--- config.mk ---
export PLATFORM = sky130hd
export DESIGN_NAME = sad_blk_sched
export DESIGN_NICKNAME = d
export VERILOG_FILES = /design/src/rtl/sad_sched_pkg.sv /design/src/rtl/sad_job_fifo.sv /design/src/rtl/sad_blk_sched.sv
export SDC_FILE = /design/constraint.sdc
export NUM_CORES = 1
export LEC_CHECK = 0
export BUFFER_PORTS_ARGS = -buffer_cell sky130_fd_sc_hd__buf_2
export CORE_ASPECT_RATIO = 1.25
export CORE_MARGIN = 2
export CORE_UTILIZATION = 53
export CTS_CLUSTER_DIAMETER = 100
export DETAILED_ROUTE_END_ITERATION = 10
export HOLD_SLACK_MARGIN = 0.12
export PLACE_DENSITY = 0.9
export SETUP_SLACK_MARGIN = 0.05
export SYNTH_ARGS = -nofsm -noshare
export SYNTH_HDL_FRONTEND = slang
export SYNTH_SLANG_ARGS = --single-unit
--- constraint.sdc ---
create_clock -name clk -period 4.3 [get_ports clk]
set_input_delay 0.86 -clock clk [delete_from_list [all_inputs] [get_ports clk]]
set_output_delay 0.86 -clock clk [all_outputs]
set_load 0.02 [all_outputs]
--- src/rtl/sad_sched_pkg.sv ---
// Shared types and constants for the 16x16 SAD block scheduler.
package sad_sched_pkg;

  // Job addresses are stored at the SRAM address width; the scheduler's ADDR_W must match.
  localparam int SRAM_ADDR_W = 11;

  localparam int          ROWS          = 16;
  localparam int          WORDS_PER_ROW = 2;
  localparam int          READS_PER_JOB = 64;
  localparam logic [15:0] SAD_ERR       = 16'hFFFF;

  typedef enum logic [1:0] {
    IDLE,
    FETCH,
    WAIT_SAD,
    RESP
  } state_e;

  typedef struct packed {
    logic [SRAM_ADDR_W-1:0] addr1;
    logic [SRAM_ADDR_W-1:0] addr2;
    logic [4:0]             id;
  } sad_job_t;

endpackage

--- src/rtl/sad_job_fifo.sv ---
// Synchronous job queue with full/empty flags and a single-cycle flush.
module sad_job_fifo
  import sad_sched_pkg::*;
#(
  parameter int DEPTH = 4
) (
  input  logic     clk,
  input  logic     rst_n,
  input  logic     flush,
  input  logic     push,
  input  logic     pop,
  input  sad_job_t din,
  output sad_job_t dout,
  output logic     full,
  output logic     empty
);

  localparam int PW = $clog2(DEPTH);

  sad_job_t        mem [DEPTH];
  logic [PW-1:0]   wr_ptr;
  logic [PW-1:0]   rd_ptr;
  logic [PW:0]     count;
  logic            do_push;
  logic            do_pop;

  assign full    = (count == (PW+1)'(DEPTH));
  assign empty   = (count == '0);
  assign do_push = push && !full;
  assign do_pop  = pop && !empty;
  assign dout    = mem[rd_ptr];

  // NOTE: sequential state uses non-blocking assignments so every register samples pre-edge values.
  always_ff @(posedge clk) begin
    if (!rst_n || flush) begin
      wr_ptr <= '0;
      rd_ptr <= '0;
      count  <= '0;
    end else begin
      if (do_push) wr_ptr <= wr_ptr + 1'b1;
      if (do_pop)  rd_ptr <= rd_ptr + 1'b1;
      unique case ({do_push, do_pop})
        2'b10:   count <= count + 1'b1;
        2'b01:   count <= count - 1'b1;
        default: count <= count;
      endcase
    end
  end

  // NOTE: storage has no reset; entries are only read once count marks them valid.
  always_ff @(posedge clk) begin
    if (do_push) mem[wr_ptr] <= din;
  end

endmodule

--- src/rtl/sad_blk_sched.sv ---
// Queues block-pair jobs, streams both 16x16 blocks from SRAM row by row into the SAD core, returns tagged results.
module sad_blk_sched
  import sad_sched_pkg::*;
#(
  parameter int ADDR_W     = SRAM_ADDR_W,
  parameter int FIFO_DEPTH = 4,
  parameter int TIMEOUT    = 64
) (
  input  logic              clk,
  input  logic              rst_n,
  input  logic              abort,
  input  logic              cmd_valid,
  output logic              cmd_ready,
  input  logic [ADDR_W-1:0] cmd_addr1,
  input  logic [ADDR_W-1:0] cmd_addr2,
  input  logic [4:0]        cmd_id,
  output logic              sram_rd_n,
  output logic [ADDR_W-1:0] sram_raddr,
  input  logic [63:0]       sram_rdata,
  output logic              sad_vld_in,
  output logic [127:0]      sad_din1,
  output logic [127:0]      sad_din2,
  input  logic              sad_vld,
  input  logic [15:0]       sad,
  output logic              res_valid,
  input  logic              res_ready,
  output logic [4:0]        res_id,
  output logic [15:0]       res_sad,
  output logic              res_err,
  output logic              busy
);

  localparam int          TW       = (TIMEOUT > 1) ? $clog2(TIMEOUT) : 1;
  localparam logic [TW-1:0] TMO_LAST = TW'(TIMEOUT - 1);
  localparam logic [5:0]  RD_LAST  = 6'(READS_PER_JOB - 1);

  state_e            state;
  state_e            state_nxt;
  sad_job_t          fifo_din;
  sad_job_t          fifo_dout;
  sad_job_t          job;
  logic              fifo_full;
  logic              fifo_empty;
  logic              push;
  logic              pop;
  logic [5:0]        rd_cnt;
  logic [ADDR_W-1:0] base;
  logic              tag_vld;
  logic [1:0]        tag;
  logic [63:0]       d1_lo, d1_hi, d2_lo, d2_hi;
  logic [TW-1:0]     tmo_cnt;
  logic              tmo_hit;

  assign cmd_ready = !fifo_full;
  assign push      = cmd_valid && cmd_ready && !abort;
  assign fifo_din  = '{addr1: cmd_addr1, addr2: cmd_addr2, id: cmd_id};

  sad_job_fifo #(.DEPTH(FIFO_DEPTH)) u_fifo (
    .clk   (clk),
    .rst_n (rst_n),
    .flush (abort),
    .push  (push),
    .pop   (pop),
    .din   (fifo_din),
    .dout  (fifo_dout),
    .full  (fifo_full),
    .empty (fifo_empty)
  );

  assign tmo_hit = (tmo_cnt == TMO_LAST);

  // NOTE: defaults first so every path assigns every output and no latch is inferred.
  always_comb begin
    state_nxt = state;
    pop       = 1'b0;
    if (abort) begin
      state_nxt = IDLE;
    end else begin
      unique case (state)
        IDLE:     if (!fifo_empty) begin
                    pop       = 1'b1;
                    state_nxt = FETCH;
                  end
        FETCH:    if (rd_cnt == RD_LAST) state_nxt = WAIT_SAD;
        WAIT_SAD: if (sad_vld || tmo_hit) state_nxt = RESP;
        RESP:     if (res_ready) state_nxt = IDLE;
        default:  state_nxt = IDLE;
      endcase
    end
  end

  always_ff @(posedge clk) begin
    if (!rst_n) state <= IDLE;
    else        state <= state_nxt;
  end

  always_ff @(posedge clk) begin
    if (!rst_n) begin
      job     <= '0;
      rd_cnt  <= '0;
      tmo_cnt <= '0;
    end else begin
      if (pop) job <= fifo_dout;
      rd_cnt  <= (state == FETCH && !abort) ? rd_cnt + 6'd1 : '0;
      tmo_cnt <= (state == WAIT_SAD && !abort) ? tmo_cnt + 1'b1 : '0;
    end
  end

  // rd_cnt = {row[3:0], block, odd}: address = base + 2*row + odd, wrapping at ADDR_W.
  assign base       = rd_cnt[1] ? job.addr2 : job.addr1;
  assign sram_rd_n  = (state != FETCH);
  assign sram_raddr = (state == FETCH) ? base + ADDR_W'({rd_cnt[5:2], rd_cnt[0]}) : '0;

  // The tag follows each read by one cycle so it lines up with the returned word.
  always_ff @(posedge clk) begin
    if (!rst_n) begin
      tag_vld <= 1'b0;
      tag     <= '0;
      d1_lo   <= '0;
      d1_hi   <= '0;
      d2_lo   <= '0;
      d2_hi   <= '0;
    end else begin
      tag_vld <= (state == FETCH) && !abort;
      tag     <= rd_cnt[1:0];
      if (tag_vld && !abort) begin
        unique case (tag)
          2'd0: d1_lo <= sram_rdata;
          2'd1: d1_hi <= sram_rdata;
          2'd2: d2_lo <= sram_rdata;
          2'd3: d2_hi <= sram_rdata;
          default: ;
        endcase
      end
    end
  end

  // The row's last word bypasses its register so the row is offered in the cycle it arrives.
  assign sad_vld_in = tag_vld && (tag == 2'd3);
  assign sad_din1   = {d1_hi, d1_lo};
  assign sad_din2   = {sad_vld_in ? sram_rdata : d2_hi, d2_lo};

  always_ff @(posedge clk) begin
    if (!rst_n) begin
      res_id  <= '0;
      res_sad <= '0;
      res_err <= 1'b0;
    end else if (state == WAIT_SAD && !abort) begin
      if (sad_vld) begin
        res_id  <= job.id;
        res_sad <= sad;
        res_err <= 1'b0;
      end else if (tmo_hit) begin
        res_id  <= job.id;
        res_sad <= SAD_ERR;
        res_err <= 1'b1;
      end
    end
  end

  assign res_valid = (state == RESP);
  assign busy      = (state != IDLE) || !fifo_empty;

endmodule

==> summary.md <==
| Metric | Value |
|---|---|
| Outcome | finished, final reports clean |
| Hold path startpoint | d1_hi[38] |
| Utilization after layout | 65.27% |
| Antenna violations before repair | 7 |
| CP Capture Type | output pin |
| Horizontal extent of the die | 162.6 µm |
| Synthesized area divided by synthesized cell count | around 11 µm² |
| Total nets after synthesis | 1,698 |
| Worst IR drop on VDD | 0.3792 mV |
| Type of the worst setup path | register to output pin |
| Number of flops mapped to enable cells by yosys | 108 |
| Combined global-route utilization of all metal layers | 29.21% |
| Number of library cell types mapped by synthesis | 50 |
| Via count normalized by instance count | a little under 6 |
| Biggest fanout along the worst timing path | 9 |
| CP startpoint kind | register |
| Starting density of the core | 53.78% |
| Aggregate global routing overflow | 0 |
| Final routed DRC violation total | 0 |
| Area of the die | 32,890 µm² |
| Max incr delay on CP | 0.45 ns |
| Detailed-route wire length | 49.79 mm |
| Die height | 202.3 µm |
| Largest net degree at the start of global routing | 187 |
| WHS Path Cells | 2 |
| Cell types occupying the most area after synthesis | dfxtp_1 40%, edfxtp_1 19%, nand2_1 10%, a21oi_1 6.9%, mux2_2 4.8% |
| R2R setup slack | 1.29 ns |
| Final setup TNS | 0 ns |
| Final Max Slew Viols | 0 |
| Pwr dens | between 400 and 500 nW/µm² |
| Number of nets still failing antenna checks after routing | 0 |
| Final-stage net count | between 2,000 and 2,500 |
| Clock latency of the later-clocked register in the worst-skew pair | 0.53 ns |
| Vias in the first global route | 13,310 |
| Final worst path period need | approximately 4.0 ns |
| Required time at the endpoint of the critical path | 3.44 ns |
| Clock net sink count | 437 |
| Final period utilization | around 90% |
| Leakage power of the design | between 0.008 and 0.009 µW |
| Fraction of synthesis flops using an asynchronous set or reset pin | 0% |
| Cells along the critical path | mux2_2 > ha_1 > fa_1 > a211o_1 > a21o_1 > a31o_2 > a21oi_1 > buf_2 |
| Register bit count reported by yosys | 437 |
| Clock skew after layout | 0.01745 ns |
| Area share of the largest cell type after synthesis | 39.52% |
| Endpoint, Worst Hold | d1_hi[38] |
| Number of buffers added on ports | 406 |
| Clock buffers created by TritonCTS | a little over 40 |
| Largest delay share family, worst path | compound AO/OA/AOI/OAI gates |
| CTS tree | yes |
| Critical-path cell with the highest stage delay | dfxtp_2 |
| Most common cell after layout, fill and taps aside | nand2_1 |
| Total standard cell area after synthesis | 16,670 µm² |
| Root Driver | clkbuf_16 |
| Post-Syn Instances | around 1,600 |
| Wire length of the first global-routing pass | about 75 mm |
| Path type of the worst min-delay path | register to register |
| Logic depth of the worst register-to-register path | 10 |
| Launch point of the worst path | rd_cnt[1] |
| Clock transition at the registers of the reported paths | around 0.070 ns |
| Number of top-level pins | ~410 |
| Number of hold-repair buffers added at the cts stage | 0 |
| Capturing point of the worst reg2reg path | u_fifo.count[2] |
| Main synth FF type | dfxtp_1 |
| Slew at the pin with the worst max-slew slack | 1.044 ns |
| Layout overhead on the synthesized area | 21.37% |
| Cell type with the highest aggregate area in the netlist | dfxtp_1 |
| Reg2reg start | state[0] |
| Row cnt | 72 |
| Final hold violation count | 0 |
| Worst rel slew slack | 30.39% |
| Count of TritonRoute iterations in the first routing pass | 6 |
| Worst Path Arrival | between 3 and 4 ns |
| Detailed router's first-iteration violation count | 1,514 |
| Placeable core region | 30,990 µm² |
| RD Place Congestion | 0.9274 |
| Number of H-tree levels | 2 |
| Drt wl/cell | 20.98 µm |
| Synthesis warning total | 0 |
| Fraction of layout cells with a size suffix above 1 | 31.85% |
| Buffers plus inverters on the worst setup path | 1 |
| Setup-violating endpoint count in the final report | 0 |
| RSZ-0062 raised after global routing | false |
| Share of synthesized area occupied by flip-flops and latches | 58.98% |
| Top achievable clock speed | around 0.25 GHz |
| Reported max-cap violation count | 0 |
| Commonest non-fill, non-tap cells in the layout | 450 x nand2_1, 406 x buf_2, 327 x dfxtp_1 |
| Detailed placer's ending HPWL | 31.78 mm |
| Via Count | 13,770 |
| Max clock buf depth | 3 |
[how the worst max path moves through the flow]
stage               cells after the start              to  slack (ns)
floorplan                               9   sram_raddr[8]        0.71
global placement                        8  sram_raddr[10]        0.87
detailed placement                      8   sram_raddr[5]        0.78
CTS                                     8   sram_raddr[5]        0.11
global route                            8   sram_raddr[9]        0.20
finish                                  8  sram_raddr[10]        0.31
[worst reg2reg max path: stages (launching register included)]
cell      delay [ns]
dfxtp_1         0.34
inv_1           0.12
ha_1            0.26
nand3b_4        0.33
inv_2           0.56
ha_1            0.28
inv_1           0.06
fa_1            0.38
xor2_1          0.16
or3_1           0.31
a21oi_1         0.14
[area by class of cell]
type,count,area (µm²)
Multi-Input combinational cell,1009,6195
Antenna cell,7,17.52
Clock inverter,12,165.2
Sequential cell,437,9832
Clock buffer,63,1264
Tap cell,407,509.2
Fill cell,2201,10760
Timing Repair Buffer,423,2185
Inverter,15,61.31
[cell usage after synthesis, types with 2 or more instances]
cell type	number
mux4_2	27
a31o_2	2
a21o_1	3
nand2_1	450
o21ai_0	8
a211o_1	2
nand2b_1	4
a22o_1	64
o221a_2	16
inv_1	13
a21oi_1	231
mux2i_1	8
mux2_2	71
and3_1	5
nand4_1	2
nand3_1	13
clkbuf_1	30
nor2_2	3
or3_1	4
or3b_1	2
a211oi_1	6
and2_1	8
ha_1	17
xnor2_1	7
buf_2	42
inv_2	2
buf_6	15
xor2_1	7
nor3b_1	3
edfxtp_1	108
o211a_1	2
a31oi_1	2
fa_1	2
nor2_1	24
buf_4	17
o21a_1	4
dfxtp_1	329
[flip-flops by register name, indices dropped and copies added, names as in the netlist, 2 cells and up]
signal,count
tmo_cnt,6
u_fifo.count,3
d1_hi,64
job,27
res_sad,16
state,2
d2_lo,64
res_id,5
tag,2
d2_hi,64
d1_lo,64
u_fifo.wr_ptr,2
rd_cnt,6
u_fifo.mem,108
u_fifo.rd_ptr,2
[report_power, final]
group,internal (µW),switching [µW]
combinational,85.8,193
sequential,4240,16.1
clock,2270,1520
[through the flow]
step	setup WS [ns]	hold slack, ns	area [µm²]	power (µW)	instances
5_1_grt	0.1989	0.4658	20220	8526	2370
3_3_place_gp	0.8731	0.4379	18780	4600	2291
6_report	0.3147	0.4501	20230	8323	2373
4_1_cts	0.1133	0.4511	20200	8346	2366
2_1_floorplan	0.7098	0.4260	16670	4458	1566
3_5_place_dp	0.7819	0.4430	18780	4610	2291
[routing by layer]
metal	vias to the layer above	global-route usage [%]	part of all wire [%]
met3	202	9.604	12
met2	813	47.84	47
li1	6171	-	-
met5	-	0	0.024
met4	2	16.18	6.0
met1	6583	33.73	35
[cell families after synthesis]
kind of cell / Yosys count / synth area share, %
buffers and inverters: 120 / 4.084
DFF: 437 / 58.98
and+or+nand+nor: 528 / 12.97
muxes: 106 / 8.926
xor gates and xnor gates: 14 / 0.7358
adders and majority gates: 19 / 1.517
AOI/OAI and AO/OA: 342 / 12.79
[what timing repair did]
| action | 4_1_cts | 5_1_grt |
|---|---|---|
| resized for setup | 0 | 2 |
| buffers inserted | 0 | 0 |
| setup endpoints to repair | 0 | 3 |
| hold endpoints to repair | 0 | 0 |
Power figures use the tool's default switching activity.
